==> src/rtl/i2s_rx_pkg.sv <==
// I2S receive framing package.
// Shared state encoding, error counter width and the bit-counter width
// helper used by the receive frame controller.
package i2s_rx_pkg;

    typedef enum logic [2:0] {
        IDLE,
        SEEK,
        TRAIN,
        LOCKED,
        DRAIN
    } rx_state_t;

    localparam int ERR_CNT_W = 8;

    // Counter must hold 0..slot_width; slot_width itself marks "unsynced".
    function automatic int cnt_w(input int slot_width);
        return $clog2(slot_width + 1);
    endfunction

endpackage

==> src/rtl/i2s_lr_edge_det.sv <==
// LRCLK / DATA input stage with word-select edge detection.
// Registers LRCLK and DATA on posedge i2s_bclk and flags LRCLK transitions.
// Shared with the TX framer, so it carries no RX-specific logic.
//
// Ports:
//   i2s_bclk   in   bit clock
//   sys_rst    in   asynchronous active-high reset
//   i2s_lrclk  in   word select
//   i2s_data   in   serial data
//   lr_r       out  registered word select
//   dat_r      out  registered serial data
//   lr_edge    out  lr_r differs from its previous value
//   lr_fall    out  lr_edge with lr_r == 0 (start of a left half-frame)
module i2s_lr_edge_det (
    input  logic i2s_bclk,
    input  logic sys_rst,
    input  logic i2s_lrclk,
    input  logic i2s_data,
    output logic lr_r,
    output logic dat_r,
    output logic lr_edge,
    output logic lr_fall
);

    logic lr_p;

    always_ff @(posedge i2s_bclk or posedge sys_rst) begin
        if (sys_rst) begin
            lr_r  <= 1'b0;
            lr_p  <= 1'b0;
            dat_r <= 1'b0;
        end else begin
            lr_r  <= i2s_lrclk;
            lr_p  <= lr_r;
            dat_r <= i2s_data;
        end
    end

    assign lr_edge = lr_r ^ lr_p;
    assign lr_fall = lr_edge & ~lr_r;

endmodule

==> src/rtl/i2s_rx_frame_ctrl.sv <==
// I2S receive framing controller (i2s_bclk domain).
// Locks onto LRCLK half-frame boundaries, checks slot length and produces
// zero-latency shift / word-complete strobes aligned with rx_bit. Strobes
// are only issued while locked so misframed words never reach the FIFOs.
//
// Optional feature: define I2S_RX_ERR_CNT_EN to add the saturating
// err_cnt output (frame errors since reset).
//
// Ports:
//   i2s_bclk     in   bit clock, all logic on posedge
//   sys_rst      in   asynchronous active-high reset
//   i2s_lrclk    in   word select (0 = left)
//   i2s_data     in   serial data
//   enable       in   run request
//   rx_bit       out  registered serial data
//   shift_en     out  rx_bit is a payload bit
//   word_done    out  rx_bit is the word LSB
//   word_lr      out  channel of the current word (0 = L)
//   frame_start  out  rx_bit is the MSB of a left word
//   locked       out  controller in LOCKED or DRAIN
//   frame_err    out  one-cycle pulse on slot-length violation
//   err_cnt      out  [7:0] saturating error count (I2S_RX_ERR_CNT_EN only)
//
// state  | meaning
// IDLE   | stopped, no strobes
// SEEK   | waiting for a falling LRCLK edge
// TRAIN  | counting good half-frames before lock
// LOCKED | framing good, strobes active
// DRAIN  | enable dropped, finishing the in-flight word
module i2s_rx_frame_ctrl
    import i2s_rx_pkg::*;
#(
    parameter int I2S_WIDTH   = 24,
    parameter int SLOT_WIDTH  = 32,
    parameter int LOCK_FRAMES = 2
) (
    input  logic i2s_bclk,
    input  logic sys_rst,
    input  logic i2s_lrclk,
    input  logic i2s_data,
    input  logic enable,
`ifdef I2S_RX_ERR_CNT_EN
    output logic [ERR_CNT_W-1:0] err_cnt,
`endif
    output logic rx_bit,
    output logic shift_en,
    output logic word_done,
    output logic word_lr,
    output logic frame_start,
    output logic locked,
    output logic frame_err
);

    localparam int CW = cnt_w(SLOT_WIDTH);
    localparam int GW = $clog2(2 * LOCK_FRAMES + 1);
    localparam logic [CW-1:0] SLOT_MAX  = CW'(SLOT_WIDTH);
    localparam logic [CW-1:0] SLOT_LAST = CW'(SLOT_WIDTH - 1);
    localparam logic [CW-1:0] WORD_LEN  = CW'(I2S_WIDTH);
    localparam logic [CW-1:0] WORD_LAST = CW'(I2S_WIDTH - 1);
    localparam logic [GW-1:0] GOOD_LAST = GW'(2 * LOCK_FRAMES - 1);

    logic          lr_r;
    logic          dat_r;
    logic          lr_edge;
    logic          lr_fall;
    logic [CW-1:0] bit_cnt;
    logic          slot_lr;
    rx_state_t     state;
    rx_state_t     state_nxt;
    logic [GW-1:0] good_cnt;
    logic [GW-1:0] good_nxt;
    logic          chk_active;
    logic          slot_err;
    logic          good_edge;
    logic          run;
    logic          strobe_ok;

    i2s_lr_edge_det u_edge (
        .i2s_bclk  (i2s_bclk),
        .sys_rst   (sys_rst),
        .i2s_lrclk (i2s_lrclk),
        .i2s_data  (i2s_data),
        .lr_r      (lr_r),
        .dat_r     (dat_r),
        .lr_edge   (lr_edge),
        .lr_fall   (lr_fall)
    );

    // bit_cnt == 0 is the cycle after the edge (I2S one-bit delay, MSB).
    always_ff @(posedge i2s_bclk or posedge sys_rst) begin
        if (sys_rst) begin
            bit_cnt <= SLOT_MAX;
            slot_lr <= 1'b0;
        end else if (lr_edge) begin
            bit_cnt <= '0;
            slot_lr <= lr_r;
        end else if (bit_cnt != SLOT_MAX) begin
            bit_cnt <= bit_cnt + CW'(1);
        end
    end

    // Edge away from the last slot bit is early; last bit without edge is late.
    assign chk_active = (state == TRAIN) || (state == LOCKED) || (state == DRAIN);
    assign slot_err   = chk_active && (lr_edge != (bit_cnt == SLOT_LAST));
    assign good_edge  = lr_edge && (bit_cnt == SLOT_LAST);
    assign run        = (state == LOCKED) || (state == DRAIN);
    assign strobe_ok  = run && !slot_err;

    always_ff @(posedge i2s_bclk or posedge sys_rst) begin
        if (sys_rst) begin
            state    <= IDLE;
            good_cnt <= '0;
        end else begin
            state    <= state_nxt;
            good_cnt <= good_nxt;
        end
    end

    // Errors are tested before enable so a simultaneous drop still reports.
    always_comb begin
        state_nxt = state;
        good_nxt  = good_cnt;
        case (state)
            IDLE: begin
                if (enable) state_nxt = SEEK;
            end
            SEEK: begin
                if (!enable) begin
                    state_nxt = IDLE;
                end else if (lr_fall) begin
                    state_nxt = TRAIN;
                    good_nxt  = '0;
                end
            end
            TRAIN: begin
                if (slot_err) begin
                    state_nxt = SEEK;
                end else if (!enable) begin
                    state_nxt = IDLE;
                end else if (good_edge) begin
                    // Even count of half-frames from a falling edge: lock lands on a falling edge.
                    if (good_cnt == GOOD_LAST) state_nxt = LOCKED;
                    else good_nxt = good_cnt + GW'(1);
                end
            end
            LOCKED: begin
                if (slot_err) state_nxt = SEEK;
                else if (!enable) state_nxt = DRAIN;
            end
            DRAIN: begin
                if (slot_err || lr_edge) state_nxt = IDLE;
            end
            default: state_nxt = IDLE;
        endcase
    end

    assign rx_bit      = dat_r;
    assign shift_en    = strobe_ok && (bit_cnt < WORD_LEN);
    assign word_done   = strobe_ok && (bit_cnt == WORD_LAST);
    assign word_lr     = strobe_ok && slot_lr;
    assign frame_start = strobe_ok && (bit_cnt == '0) && !slot_lr;
    assign locked      = run;
    assign frame_err   = slot_err;

`ifdef I2S_RX_ERR_CNT_EN
    always_ff @(posedge i2s_bclk or posedge sys_rst) begin
        if (sys_rst) begin
            err_cnt <= '0;
        end else if (slot_err && (err_cnt != '1)) begin
            err_cnt <= err_cnt + ERR_CNT_W'(1);
        end
    end
`endif

endmodule

==> config.mk <==
export PLATFORM = sky130hd
export DESIGN_NAME = i2s_rx_frame_ctrl
export DESIGN_NICKNAME = d
export VERILOG_FILES = /design/src/rtl/i2s_rx_pkg.sv /design/src/rtl/i2s_lr_edge_det.sv /design/src/rtl/i2s_rx_frame_ctrl.sv
export SDC_FILE = /design/constraint.sdc
export NUM_CORES = 1
export LEC_CHECK = 0
export BUFFER_PORTS_ARGS = -buffer_cell sky130_fd_sc_hd__buf_2
export CORE_ASPECT_RATIO = 1.25
export CORE_UTILIZATION = 40
export CTS_BUF_LIST = sky130_fd_sc_hd__clkbuf_8 sky130_fd_sc_hd__clkbuf_16
export CTS_CLUSTER_SIZE = 14
export DETAILED_ROUTE_END_ITERATION = 12
export SYNTH_ARGS = -nofsm -noshare
export SYNTH_HDL_FRONTEND = slang
export SYNTH_SLANG_ARGS = --single-unit
==> constraint.sdc <==
create_clock -name i2s_bclk -period 4.6 [get_ports i2s_bclk]
set_input_delay 0.92 -clock i2s_bclk [delete_from_list [all_inputs] [get_ports i2s_bclk]]
set_output_delay 0.92 -clock i2s_bclk [all_outputs]
set_load 0.02 [all_outputs]
# Yosys cells after proc, flatten, opt, wreduce, memory -nomap -nowiden
# Cells that the tools add are included.
# word_totals
reg_bits,16
elab_cells,74
inputBits,5
output_inout_bits,7
# classes
n_lt_le_gt_ge,1
bitwise_logic,3
eq_ne,21
reduce_logical,20
n_addsub,2
muxes,20
# ops
op,n
two-way mux 3 bit,16
one-hot mux 3 bit (5 select lines),1
!= test 2 bit (second input constant),7
== test 6 x 5 -> 1 bit (second input constant),2
two-way mux 6 bit,2
== test 3 x 2 -> 1 bit (second input constant),3
logical AND 1 bit,8
AND reduction 7 bit,1
adder 6 x 1 -> 6 bit (second input constant),1
logical NOT 6 bit,1
less-than comparator 6 x 5 -> 1 bit (second input constant),1
!= test 3 bit (second input constant),2
!= test 6 bit (second input constant),1
one-hot mux 3 bit (2 select lines),1
AND reduction 6 bit,1
logical OR 1 bit,4
!= test 4 x 3 -> 1 bit (second input constant),1
!= test 4 bit (second input constant),1
nonzero test 2 bit,2
adder 3 x 1 -> 3 bit (second input constant),1
== test 3 x 1 -> 1 bit (second input constant),1
== test 3 bit (second input constant),1
logical NOT 3 bit,1
logical NOT 1 bit,2
other kinds (5),5

# Longest topological paths before layout
# logic_depth
word_depth,8
mapped_depth,8
mapped_depth_nobuf,8

# Modules after synthesis
# From an unflattened synthesis, not the netlist that was laid out.
# unflattened
hier_cells,91
area_unflattened_um2,919.6
# by_module_without_submodules
mod,area_each_um2,n_inst,cells_each,seq_area_each_um2
i2s_rx_frame_ctrl,820.8,1,84,326.6
i2s_lr_edge_det,98.8,1,7,75.1

# Least setup slack after synthesis
# OpenSTA, ideal clock, no wires.
# synth_timing
kind,flip-flop to output port
start,register u_edge.lr_r
end,output word_done
path_stages_with_launch,7
arrival_time_ps,1716
path_buffers,0
slack_ps,1964
required_ps,3680
path_cell_list,dfrtp_1 inv_1 ha_1 inv_1 ha_1 a211oi_2 nor3b_2
# synth_via
elab_chain_cells,6
# synth_rtl
item,line,rtl
from (decl),i2s_lr_edge_det.sv:19,"output logic lr_r,"
from (signal assigned),i2s_lr_edge_det.sv:33,lr_r <= i2s_lrclk;
bitwise XOR 1 bit,i2s_lr_edge_det.sv:39,assign lr_edge = lr_r ^ lr_p;
named net lr_edge,i2s_rx_frame_ctrl.sv:64,logic lr_edge;
!= test 1 bit,i2s_rx_frame_ctrl.sv:104,assign slot_err = chk_active && (lr_edge != (bit_cnt == SLOT_LAST));
logical AND 1 bit,i2s_rx_frame_ctrl.sv:104,
logical NOT 1 bit,i2s_rx_frame_ctrl.sv:107,assign strobe_ok = run && !slot_err;
logical AND 1 bit,i2s_rx_frame_ctrl.sv:107,
logical AND 1 bit,i2s_rx_frame_ctrl.sv:159,assign word_done = strobe_ok && (bit_cnt == WORD_LAST);
to (decl),i2s_rx_frame_ctrl.sv:47,"output logic word_done,"
# The timed path passes the listed nets, and every way through them passes these cells.

# Worst setup path in the final report
# layout_timing
start,register u_edge.lr_r
end,output frame_start
# layout_via
elab_chain_cells,7
# layout_rtl
item,line,rtl
bitwise XOR 1 bit,i2s_lr_edge_det.sv:39,
named net lr_edge,i2s_rx_frame_ctrl.sv:64,
!= test 1 bit,i2s_rx_frame_ctrl.sv:104,
logical AND 1 bit,i2s_rx_frame_ctrl.sv:104,
logical NOT 1 bit,i2s_rx_frame_ctrl.sv:107,
logical AND 1 bit,i2s_rx_frame_ctrl.sv:107,
logical AND 1 bit (2 in a row),i2s_rx_frame_ctrl.sv:161,assign frame_start = strobe_ok && (bit_cnt == '0) && !slot_lr;
to (decl),i2s_rx_frame_ctrl.sv:49,"output logic frame_start,"
# The timed path passes the listed nets, and every way through them passes these cells.

==> qor.txt <==
max cap viols = 0
Post-CTS Repair Setup Buffers = 0
Switching Share = 28.04%
Cell Rows = 19
clk sinks = 16
final setup TNS = 0 ps
initial antenna violation count = 0
R2R Path End = good_cnt[0]
# diodes = 0
clk_lat worst skew = 240 ps
CTS tree = done
worst hold path depth = 0
run status = completed
Comb power frac = 18.6%
Seq. cell area = 401.6 sq um
grt ovf = 0
DIE AREA = 2506 sq um
Max Slew Vio Count = 0
number of global-route vias before repair = 600
syn_nets = 100
post-CTS sizing = 0
most common cell after layout, fill and taps aside = dfrtp_1
cell internal pwr = 261.3 uW
worst-path fanout max = 7
pre-CTS worst setup slack = 1743 ps
net switching power figure = 101.8 uW
Avg Cell Area, Syn = 10.38 sq um
sequential cell area fraction in the yosys report = 43.50%
share of cells above drive strength 1 = 22.33%
Hold EP = u_edge.lr_p
Final Hold Viols = 0
crit end category = output port
# DRC = 0
area of the core = 2187 sq um
DR WL/cell = 12.27 um
layout overhead on the synthesized area = 14.91%
PD cells = 342.2 nW/um^2
kind of critical path = flip-flop to output port
Multi-input gate area = 484.2 sq um
Max Clock Freq = 0.3219 GHz
WP data required = 3680 ps
global-route wire length before repair = 2697 um
sequential share of power = 47.5%
reg2reg setup slack = 2360 ps
Root Buffer = clkbuf_8
fin crit share = 67.54%
largest net degree at the start of global routing = 17
Reg2Reg Depth = 8
via count = 664
GRT Overall Usage = 14.50%
Initial Util = 42.22%
final WL = 1644 um
clock-pin slew on the worst setup and hold paths = 70 ps
min cycle time layout = 3107 ps
most frequent cells in the layout = dfrtp_1, buf_2, nor2_1
NumNets Final = 115
Die Ht = 55.72 um
Die Width = 44.98 um
Leak = 0.5047 nW
Final Skew = 2.777 ps
placed insts = 130
final std cells w/o fill = 134
Slew headroom = 57.85%
power share of the clock group = 33.9%
number of fill cells = 219
smallest hold slack = 403.1 ps
Post-Synthesis Cell Area = 923.4 sq um
Synth cell types = 35
worst slew pin tran = 631.6 ps
Bufs on Longest Clock Path = 2
Hold Crit Class = flip-flop to flip-flop
Synth Instances = 89
TritonRoute pass-1 iters = 4
H-tree Lvls = 1
Worst IR Drop VDD = 0.0001949 V
IO buf count = 11
post-DP HPWL = 1269 um
Num CTS Buffers = 3
hold path startpoint = u_edge.lr_r
total power = 363.1 uW
DR iter-0 viols = 10
RSZ-0062 raised after global routing = false
arrival time at the worst endpoint = 2190 ps
crit start category = flip-flop
Finish-stage setup viols = 0
IO Count = 12
Final WS setup = 1493 ps
Worst R2R Start = u_edge.lr_r
DR vias/cell = 4.955
number of hold buffers added after cts = 0
synth warn = 0
Routed Antenna Nets = 0
synthesized flop and latch total = 16
Final GP Congestion = 0.7930
[per-layer routing]
metal  part of all wire (%)  GRT usage [%]  vias to the layer above
met4                   0.55          4.329                        0
met5                      0              0                        -
met3                    3.0          2.597                        2
li1                       -              -                      338
met2                     50          22.57                       14
met1                     46          20.17                      310
[power by group through the flow]
| stage | sequential, mW | combinational, mW | clock [mW] |
|---|---|---|---|
| global placement | 0.175 | 0.0667 | 0 |
| detailed placement | 0.175 | 0.0686 | 0 |
| floorplan | 0.171 | 0.0544 | 0 |
| global route | 0.175 | 0.0753 | 0.135 |
| CTS | 0.173 | 0.0687 | 0.126 |
| finish | 0.172 | 0.0675 | 0.123 |
[worst max-delay path, cell delays in order (launching register included)]
cell,delay [ps]
dfrtp_1,360
inv_1,60
ha_1,340
inv_1,140
ha_1,410
a211oi_2,210
nor4b_4,220
buf_2,200
[layout make-up]
class / count / area share, %
inverter: 7 / 2.476
timing repair buffer: 11 / 5.189
tap: 31 / 3.656
multi-input combinational: 65 / 45.64
sequential: 16 / 37.85
clock buffer: 4 / 5.189
[synthesized netlist by cell type]
master	n	area share [%]
buf_6	1	1.2
a221o_1	1	1.1
xnor2_1	1	0.95
nand2_1	7	2.8
nand3b_1	3	2.4
nand4b_1	1	0.95
nor4_2	1	1.4
dfstp_2	1	2.8
and2_1	2	1.4
or2b_1	1	0.81
inv_1	7	2.8
nand2b_1	4	2.7
mux2i_1	1	1.1
nand3_1	3	1.6
a21o_1	1	0.81
nor3_1	1	0.54
o21ai_0	2	1.1
and3b_1	1	0.95
nor4b_4	1	2.6
a21boi_1	1	0.81
a211oi_2	1	1.4
nor2_1	9	3.7
ha_1	6	8.1
nor3b_2	1	1.4
xor2_1	2	1.9
nand2b_4	1	1.5
a211oi_1	1	0.81
a21oi_1	4	2.2
nor2b_1	1	0.68
o22ai_1	2	1.4
a22o_1	2	1.9
o31ai_2	1	1.4
mux2_4	1	1.6
or3_1	1	0.68
dfrtp_1	15	41
[state kept, by name, summed over array words and instances, names as in the netlist]
signal        count
u_edge.dat_r      1
state             3
good_cnt          3
u_edge.lr_r       1
bit_cnt           6
slot_lr           1
u_edge.lr_p       1
[metrics by stage]
step | instance area [sq um] | util, %
2_1_floorplan | 923.4 | -
3_3_place_gp | 1006 | 46.00
3_5_place_dp | 1006 | 46.00
4_1_cts | 1061 | 48.51
5_1_grt | 1061 | 48.51
6_report | 1061 | 48.51
[cells by family (layout without fill, tap and decap cells)]
group	after synthesis	after routing	share of synthesized area, %
AO/OA/AOI/OAI	16	16	12.74
multiplexers	2	2	2.710
flip-flops	16	16	43.50
adder cells (fa/ha/maj)	6	6	8.130
XOR/XNOR	3	3	2.846
buffers and inverters	8	22	4.065
AND/OR/NAND/NOR	38	38	26.02
[how the worst max path moves through the flow]
stage | slack (ps) | end | start
after floorplan | 1960 | word_done | u_edge.lr_r
after global placement | 1840 | frame_start | u_edge.lr_r
after detailed placement | 1740 | frame_start | u_edge.lr_r
after CTS | 1470 | frame_start | u_edge.lr_r
after global routing | 1300 | frame_start | u_edge.lr_r
final | 1490 | frame_start | u_edge.lr_r
No activity file was read; power rests on OpenSTA's default activity.
